File: src/rtl/dmem_copy_pkg.sv
// dmem_copy_pkg: shared state encoding and width defaults for the data-memory copy engine.
package dmem_copy_pkg;
    localparam int ADDR_WIDTH_DEF = 8;
    localparam int DATA_WIDTH_DEF = 8;
    typedef enum logic [1:0] {IDLE, READ, WRITE, DONE} state_t;
endpackage

File: src/rtl/dmem_copy_engine.sv
// dmem_copy_engine: memmove-safe block copy within the data memory, one READ and one WRITE cycle per byte.
module dmem_copy_engine
    import dmem_copy_pkg::*;
#(
    parameter int ADDR_WIDTH = ADDR_WIDTH_DEF,
    parameter int DATA_WIDTH = DATA_WIDTH_DEF
) (
    input  logic                  clk,
    input  logic                  reset,
    input  logic                  start,
    input  logic [ADDR_WIDTH-1:0] srcAddr,
    input  logic [ADDR_WIDTH-1:0] dstAddr,
    input  logic [7:0]            length,
    output logic                  busy,
    output logic                  done,
    output logic                  sigMemRead,
    output logic                  sigMemWrite,
    output logic [ADDR_WIDTH-1:0] dataAddress,
    output logic [DATA_WIDTH-1:0] writeData,
    input  logic [DATA_WIDTH-1:0] readData
);
    state_t                r_state;
    logic [ADDR_WIDTH-1:0] r_src;
    logic [ADDR_WIDTH-1:0] r_dst;
    logic [7:0]            r_cnt;
    logic [DATA_WIDTH-1:0] r_buf;
    logic                  r_desc;
    logic [ADDR_WIDTH-1:0] w_diff;
    logic                  w_desc;
    logic [ADDR_WIDTH-1:0] w_off;
    logic [ADDR_WIDTH-1:0] w_step;

    // Destination starting inside the source range would clobber unread bytes, so walk backwards.
    assign w_diff = dstAddr - srcAddr;
    assign w_desc = (w_diff != '0) && (32'(w_diff) < 32'(length));
    assign w_off  = w_desc ? ADDR_WIDTH'(length) - ADDR_WIDTH'(1) : '0;
    assign w_step = r_desc ? '1 : ADDR_WIDTH'(1);

    always_ff @(posedge clk or negedge reset) begin
        if (!reset) begin
            r_state <= IDLE;
            r_src   <= '0;
            r_dst   <= '0;
            r_cnt   <= '0;
            r_buf   <= '0;
            r_desc  <= 1'b0;
        end else begin
            case (r_state)
                IDLE: if (start) begin
                    r_src   <= srcAddr + w_off;
                    r_dst   <= dstAddr + w_off;
                    r_cnt   <= length;
                    r_desc  <= w_desc;
                    r_state <= (length != 8'd0) ? READ : DONE;
                end
                READ: begin
                    r_buf   <= readData;
                    r_state <= WRITE;
                end
                WRITE: begin
                    r_src   <= r_src + w_step;
                    r_dst   <= r_dst + w_step;
                    r_cnt   <= r_cnt - 8'd1;
                    r_state <= (r_cnt != 8'd1) ? READ : DONE;
                end
                default: r_state <= IDLE;
            endcase
        end
    end

    // Port outputs decode registered state only, so reset clears them without waiting for a clock.
    assign busy        = (r_state == READ) || (r_state == WRITE);
    assign done        = (r_state == DONE);
    assign sigMemRead  = (r_state == READ);
    assign sigMemWrite = (r_state == WRITE);
    assign dataAddress = (r_state == READ) ? r_src : (r_state == WRITE) ? r_dst : '0;
    assign writeData   = (r_state == WRITE) ? r_buf : '0;
endmodule
File: config.mk
export PLATFORM = sky130hd
export DESIGN_NAME = dmem_copy_engine
export DESIGN_NICKNAME = d
export VERILOG_FILES = /design/src/rtl/dmem_copy_pkg.sv /design/src/rtl/dmem_copy_engine.sv
export SDC_FILE = /design/constraint.sdc
export NUM_CORES = 1
export LEC_CHECK = 0
export CAP_MARGIN = 20
export CELL_PAD_IN_SITES_DETAIL_PLACEMENT = 0
export CELL_PAD_IN_SITES_GLOBAL_PLACEMENT = 2
export CORE_MARGIN = 5
export CORE_UTILIZATION = 35
export CTS_BUF_LIST = sky130_fd_sc_hd__clkbuf_4
export DETAILED_ROUTE_END_ITERATION = 8
export PLACE_DENSITY = 0.85
export SLEW_MARGIN = 0
export SYNTH_ARGS = -nofsm -noshare
export SYNTH_HDL_FRONTEND = slang
export SYNTH_SLANG_ARGS = --single-unit
File: constraint.sdc
create_clock -name clk -period 4.7 [get_ports clk]
set_input_delay 0.47 -clock clk [delete_from_list [all_inputs] [get_ports clk]]
set_output_delay 0.47 -clock clk [all_outputs]
set_load 0.01 [all_outputs]
# After elaboration in Yosys (flattened, before gate mapping)
# Cells that the tools add are included.
dict set report word_totals {
  reg_bits 35
  latch_bits 0
  mem_bits_rw 0
  mem_bits_ro 0
  inputBits 35
  elab_cells 42
  n_memories 0
}
dict set report op_classes {
  addsub 7
  mul 0
  div_mod_pow 0
  n_lt_le_gt_ge 1
  eq_ne 5
  shift 0
  mux 15
  n_bitwise 0
  reduce_logical 8
}
# cell count
set ops {}
lappend ops {{$mux W8} 8}
lappend ops {{$pmux W8 S2} 3}
lappend ops {{$add A8 B8 Y8} 4}
lappend ops {{$reduce_bool A8 Y1} 2}
lappend ops {{$sub A8 B1 Y8 const B} 2}
lappend ops {{$lt A8 B8 Y1} 1}
lappend ops {{$ne A8 B1 Y1 const B} 1}
lappend ops {{$sub A8 B8 Y8} 1}
lappend ops {{$mux W2} 3}
lappend ops {{$pmux W2 S3} 1}
lappend ops {{$eq A2 B2 Y1 const B} 2}
lappend ops {{$reduce_and A2 Y1} 2}
lappend ops {{$eq A2 B1 Y1 const B} 1}
lappend ops {{$logic_not A2 Y1} 1}
lappend ops {{$ne A2 B2 Y1 const B} 1}
lappend ops {{$reduce_bool A2 Y1} 1}
lappend ops {{$logic_and A1 B1 Y1} 1}
lappend ops {{$logic_or A1 B1 Y1} 1}

# Depth between registers and ports, before layout
dict set report depth {
  depth_word 7
  depth_mapped 25
  mapped_depth_nobuf 25
}

# Worst setup path after synthesis
# Ideal clock, no wire load.
dict set report synth_path {
  kind {in2reg}
  from {in dstAddr[0]}
  to {reg r_src[7]}
  setup_ns 0.130
  t_arrival_ns 4.503
  required_ns 4.570
  path_slack_ns 0.068
  path_stages 25
  n_path_buf 0
  cell_sequence {inv_1 -> ha_1 -> inv_1 -> fa_1 -> a211oi_2 -> o31ai_1 -> a21oi_2 -> xor2_2 -> inv_1 -> ha_1 -> nand2_1 -> o21ai_0 -> a21o_1 -> a31oi_1 -> nand2b_1 -> inv_1 -> ha_1 -> a21o_1 -> o211ai_1 -> a311o_1 -> nand2_1 -> a2111oi_1 -> o41ai_2 -> xnor2_1 -> o21ai_1}
}
dict set report synth_between {
  elab_chain_len 7
}
# item line_no
set synth_lines {}
lappend synth_lines {{start: declaration} dmem_copy_engine.sv:12} ;# input logic [ADDR_WIDTH-1:0] dstAddr,
lappend synth_lines {{$sub A8 B8 Y8 (*)} dmem_copy_engine.sv:34} ;# assign w_diff = dstAddr - srcAddr;
lappend synth_lines {{$lt A8 B8 Y1 / $reduce_bool A8 Y1 (equally long branches)} dmem_copy_engine.sv:35} ;# assign w_desc = (w_diff != '0) && (32'(w_diff) < 32'(length));
lappend synth_lines {{$logic_and A1 B1 Y1 (*)} dmem_copy_engine.sv:35}
lappend synth_lines {{$mux W8 (*)} dmem_copy_engine.sv:36} ;# assign w_off = w_desc ? ADDR_WIDTH'(length) - ADDR_WIDTH'(1) : '0;
lappend synth_lines {{$add A8 B8 Y8 (*)} dmem_copy_engine.sv:50} ;# r_src <= srcAddr + w_off;
lappend synth_lines {{$mux W8 (*)} dmem_copy_engine.sv:49} ;# IDLE: if (start) begin
lappend synth_lines {{$pmux W8 S2 (*)} dmem_copy_engine.sv:48} ;# case (r_state)
lappend synth_lines {{end signal: assignment} dmem_copy_engine.sv:50}
lappend synth_lines {{end signal: assignment} dmem_copy_engine.sv:61} ;# r_src <= r_src + w_step;
lappend synth_lines {{end: declaration} dmem_copy_engine.sv:23} ;# logic [ADDR_WIDTH-1:0] r_src;
# Mark *: on every way between the ends. The rest lies on a longest branch, timed or not. The select of a mux whose other input is x is not followed.
# A chain may end at the register's enable or synchronous reset.

# Worst setup path after layout
dict set report layout_path {
  from {in srcAddr[3]}
  to {reg r_dst[6]}
}
dict set report layout_between {
  elab_chain_len 7
}
# item line_no
set layout_lines {}
lappend layout_lines {{start: declaration} dmem_copy_engine.sv:11} ;# input logic [ADDR_WIDTH-1:0] srcAddr,
lappend layout_lines {{$sub A8 B8 Y8 (*)} dmem_copy_engine.sv:34}
lappend layout_lines {{$lt A8 B8 Y1 / $reduce_bool A8 Y1 (equally long branches)} dmem_copy_engine.sv:35}
lappend layout_lines {{$logic_and A1 B1 Y1 (*)} dmem_copy_engine.sv:35}
lappend layout_lines {{$mux W8 (*)} dmem_copy_engine.sv:36}
lappend layout_lines {{$add A8 B8 Y8 (*)} dmem_copy_engine.sv:51} ;# r_dst <= dstAddr + w_off;
lappend layout_lines {{$mux W8 (*)} dmem_copy_engine.sv:49}
lappend layout_lines {{$pmux W8 S2 (*)} dmem_copy_engine.sv:48}
lappend layout_lines {{end signal: assignment} dmem_copy_engine.sv:51}
lappend layout_lines {{end signal: assignment} dmem_copy_engine.sv:62} ;# r_dst <= r_dst + w_step;
lappend layout_lines {{end: declaration} dmem_copy_engine.sv:24} ;# logic [ADDR_WIDTH-1:0] r_dst;
# Marked as above.

==> reports/qor.csv <==
metric,value,unit
die_y,113,um
cts_tree,built,
synth.top_cell.area_share,23.5,%
ioPinCount,55,
synth_area_leaders,"dfrtp_1 (23%), ha_1 (14%), xnor2_1 (6.6%), a21oi_1 (5.4%), inv_1 (4.5%)",
whs,508,ps
initial_core_util,36.0,%
nFillCells,1036,
gp_routability_congestion,0.869,
route.detailed.drc,0,
finalMaxSlewViolations,0,
vias,3424,
die-area,12800,sq um
critical_path_class,input pin to register,
antenna_left,0,
power.internal,1550,uW
finalNonFillerCells,683,
p_clk_share,8.4,%
fin_setup_tns,0,ps
antenna_found_initial,0,
dp_hpwl,7910,um
post_synth.cell_area_avg,8.34,sq um
hold_class,input pin to async pin,
wl,9990,um
synth_seq_cells,35,
synth-edff-count,0,
endpoint_kind,register,
grt_pass1_vias,3361,
min_period,4530,ps
gr-usage-all-layers,15.4,%
fin_area,5080,sq um
vias_per_cell,5.01,
yosysSeqAreaShare,23.5,%
drive_gt1_share,20.1,%
cts_hold_buf,0,
placed_area,4750,sq um
wl_per_cell,14.6,um
grt_max_degree,43,
firstDrtPassIters,4,
startpoint_type,input pin,
yosys.area.top_type,dfrtp_1,
status,"complete, no violations",
worst_slew_pin_slew,918,ps
arrival,4820,ps
dieWidth,113,um
p_per_area,555,nW/um^2
overflow,0,
dpl.cell_count,672,
relSlewSlack,38.6,%
p_comb_share,70.3,%
switchingPower,1270,uW
synthCells,447,
ctsHtreeMaxLevel,2,
cts.path.max_buffers,2,
syn_nets,530,
timing.final.crit_share,96.4,%
grt_pass1_wl,16200,um
layout-area-overhead-vs-synth,36.3,%
yosys.cell_types.count,58,
crit_required,4990,ps
num-nets-final,629,
swShare,44.9,%
p_seq_share,21.3,%
setup_viol,0,
hold_viol,0,
maxCapViolCount,0,
cts-root-buf,clkbuf_4,
diodes,0,
synth_area,3730,sq um
rows,37,
numCtsBuffers,5,
worstSkewPairLatency,360,ps
clkSlewWorstSetupHoldPaths,150,ps
yosys_warnings,0,
io_buffers,54,
drt-initial-drc-count,146,
core_area,10400,sq um
clock_sinks,35,
async_flop_share,100,%
worstPathMaxFanout,3,
leakagePower,0.00226,uW
synthFlopType,dfrtp_1,
fin_skew,24.4,ps
ir_drop,0.000211,V
max_freq,221,MHz
## power by group through the flow
stage	Combinational, uW	Clock (uW)	Sequential [uW]
after floorplan	1370	0	565
after global placement	1890	0	601
after detailed placement	1920	0	608
after CTS	1950	246	600
after global routing	2210	258	629
final	1980	237	602
## through the flow
stage,utilization (%),setup WS (ps),power [uW]
5_1_grt,49.0,-72.8,3100
6_report,49.0,168,2820
3_5_place_dp,45.8,-426,2530
4_1_cts,46.8,0.408,2790
3_3_place_gp,45.8,-329,2490
2_1_floorplan,-,67.7,1940
## final cells by class
| cell class | instances | area [sq um] | share of cell area [%] |
|---|---|---|---|
| clock buffer | 5 | 37.5 | 0.738 |
| clock inverter | 3 | 47.5 | 0.935 |
| inverter | 45 | 169 | 3.32 |
| multi-input combinational | 353 | 2840 | 55.9 |
| sequential | 35 | 876 | 17.2 |
| tap | 136 | 170 | 3.35 |
| timing repair buffer | 106 | 943 | 18.6 |
## path summary, 6_finish.rpt
check                                 from  endpoint  slack (ps)  cells past startpoint
worst min register to register    r_buf[1]  r_buf[1]         520                      1
worst min-delay path                 reset  r_cnt[7]         510                      2
worst max-delay path            srcAddr[3]  r_dst[6]         170                     23
max in group asynchronous            reset  r_src[7]        3820                      2
worst max register to register      r_desc  r_src[7]        1690                     11
min in group clk                  r_buf[1]  r_buf[1]         520                      1
## registers in the layout (all words and copies together) (netlist names)
signal and count:
r_buf 8, r_cnt 8, r_dst 8, r_src 8, r_state 2, r_desc 1
## kinds of logic after synthesis
family | Yosys count | share of synthesized area, %
AOI/OAI and AO/OA | 130 | 22.5
muxes | 15 | 4.36
xor gates and xnor gates | 37 | 9.40
DFF | 35 | 23.5
buffers and inverters | 59 | 5.97
and+or+nand+nor | 119 | 16.0
adders and majority gates | 52 | 18.3
## cell usage in the layout, fill, tap and decap left out, types with 4 or more instances in the layout
| cell | instances |
|---|---|
| buf_4 | 52 |
| clkdlybuf4s50_1 | 49 |
| inv_1 | 41 |
| a21oi_1 | 39 |
| dfrtp_1 | 35 |
| ha_1 | 33 |
| nor2_1 | 32 |
| nand2_1 | 29 |
| xnor2_1 | 28 |
| o21ai_0 | 21 |
| o21ai_1 | 10 |
| mux2_2 | 10 |
| a21o_1 | 9 |
| and2_1 | 9 |
| ha_4 | 9 |
| nand2b_1 | 8 |
| o22ai_1 | 8 |
| xor2_1 | 7 |
| nor2b_1 | 7 |
| nand3_1 | 7 |
| nor3_1 | 6 |
| a22o_1 | 6 |
| o211ai_1 | 5 |
| o21bai_1 | 5 |
| mux2i_1 | 5 |
| clkbuf_4 | 5 |
| dlymetal6s2s_1 | 5 |
| inv_2 | 4 |
| a31oi_1 | 4 |
| maj3_2 | 4 |
## synth_stat cells (all sizes together), types with 2 or more instances
cell type and count:
or3b 2, maj3 4, nand3b 3, nor3b 2
and2 9, inv 45, clkbuf 12, fa 5
nor2b 7, a22oi 2, o21bai 5, buf 2
nor2 33, a21oi 42, mux2i 5, xnor2 28
nand3 7, a2111oi 2, nand4 3, o22ai 8
nor3 7, ha 43, a31oi 6, o21ai 31
a21o 9, nand2 30, mux2 10, a211oi 3
a22o 6, nand2b 8, dfrtp 35, xor2 9
o211ai 5, nor4 3
## layer usage
layer | track usage, % | vias up | share of wire [%]
li1 | - | 1769 | -
met1 | 20.4 | 1601 | 47
met2 | 27.3 | 48 | 49
met3 | 1.18 | 6 | 2.7
met4 | 3.13 | 0 | 0.85
met5 | 0 | - | 0
## critical path, cell delays in order
cell,delay (ps)
clkdlybuf4s50_1,490
inv_1,80
ha_4,270
o21ai_1,90
a21o_1,190
o31a_1,310
xor2_4,180
inv_2,80
ha_4,190
a21oi_1,150
o21ai_1,90
a21o_1,200
a31o_4,240
nor2_4,170
ha_4,160
inv_1,50
fa_2,360
inv_2,60
maj3_2,230
o2111ai_4,140
nand4_1,120
or3b_4,400
a21oi_2,120
## repair_timing
action,in CTS,in global routing
pin swaps,1,20
buffers inserted,0,3
gates resized for setup,3,38
setup endpoints to repair,2,10
No activity file was read; power rests on OpenSTA's default activity.
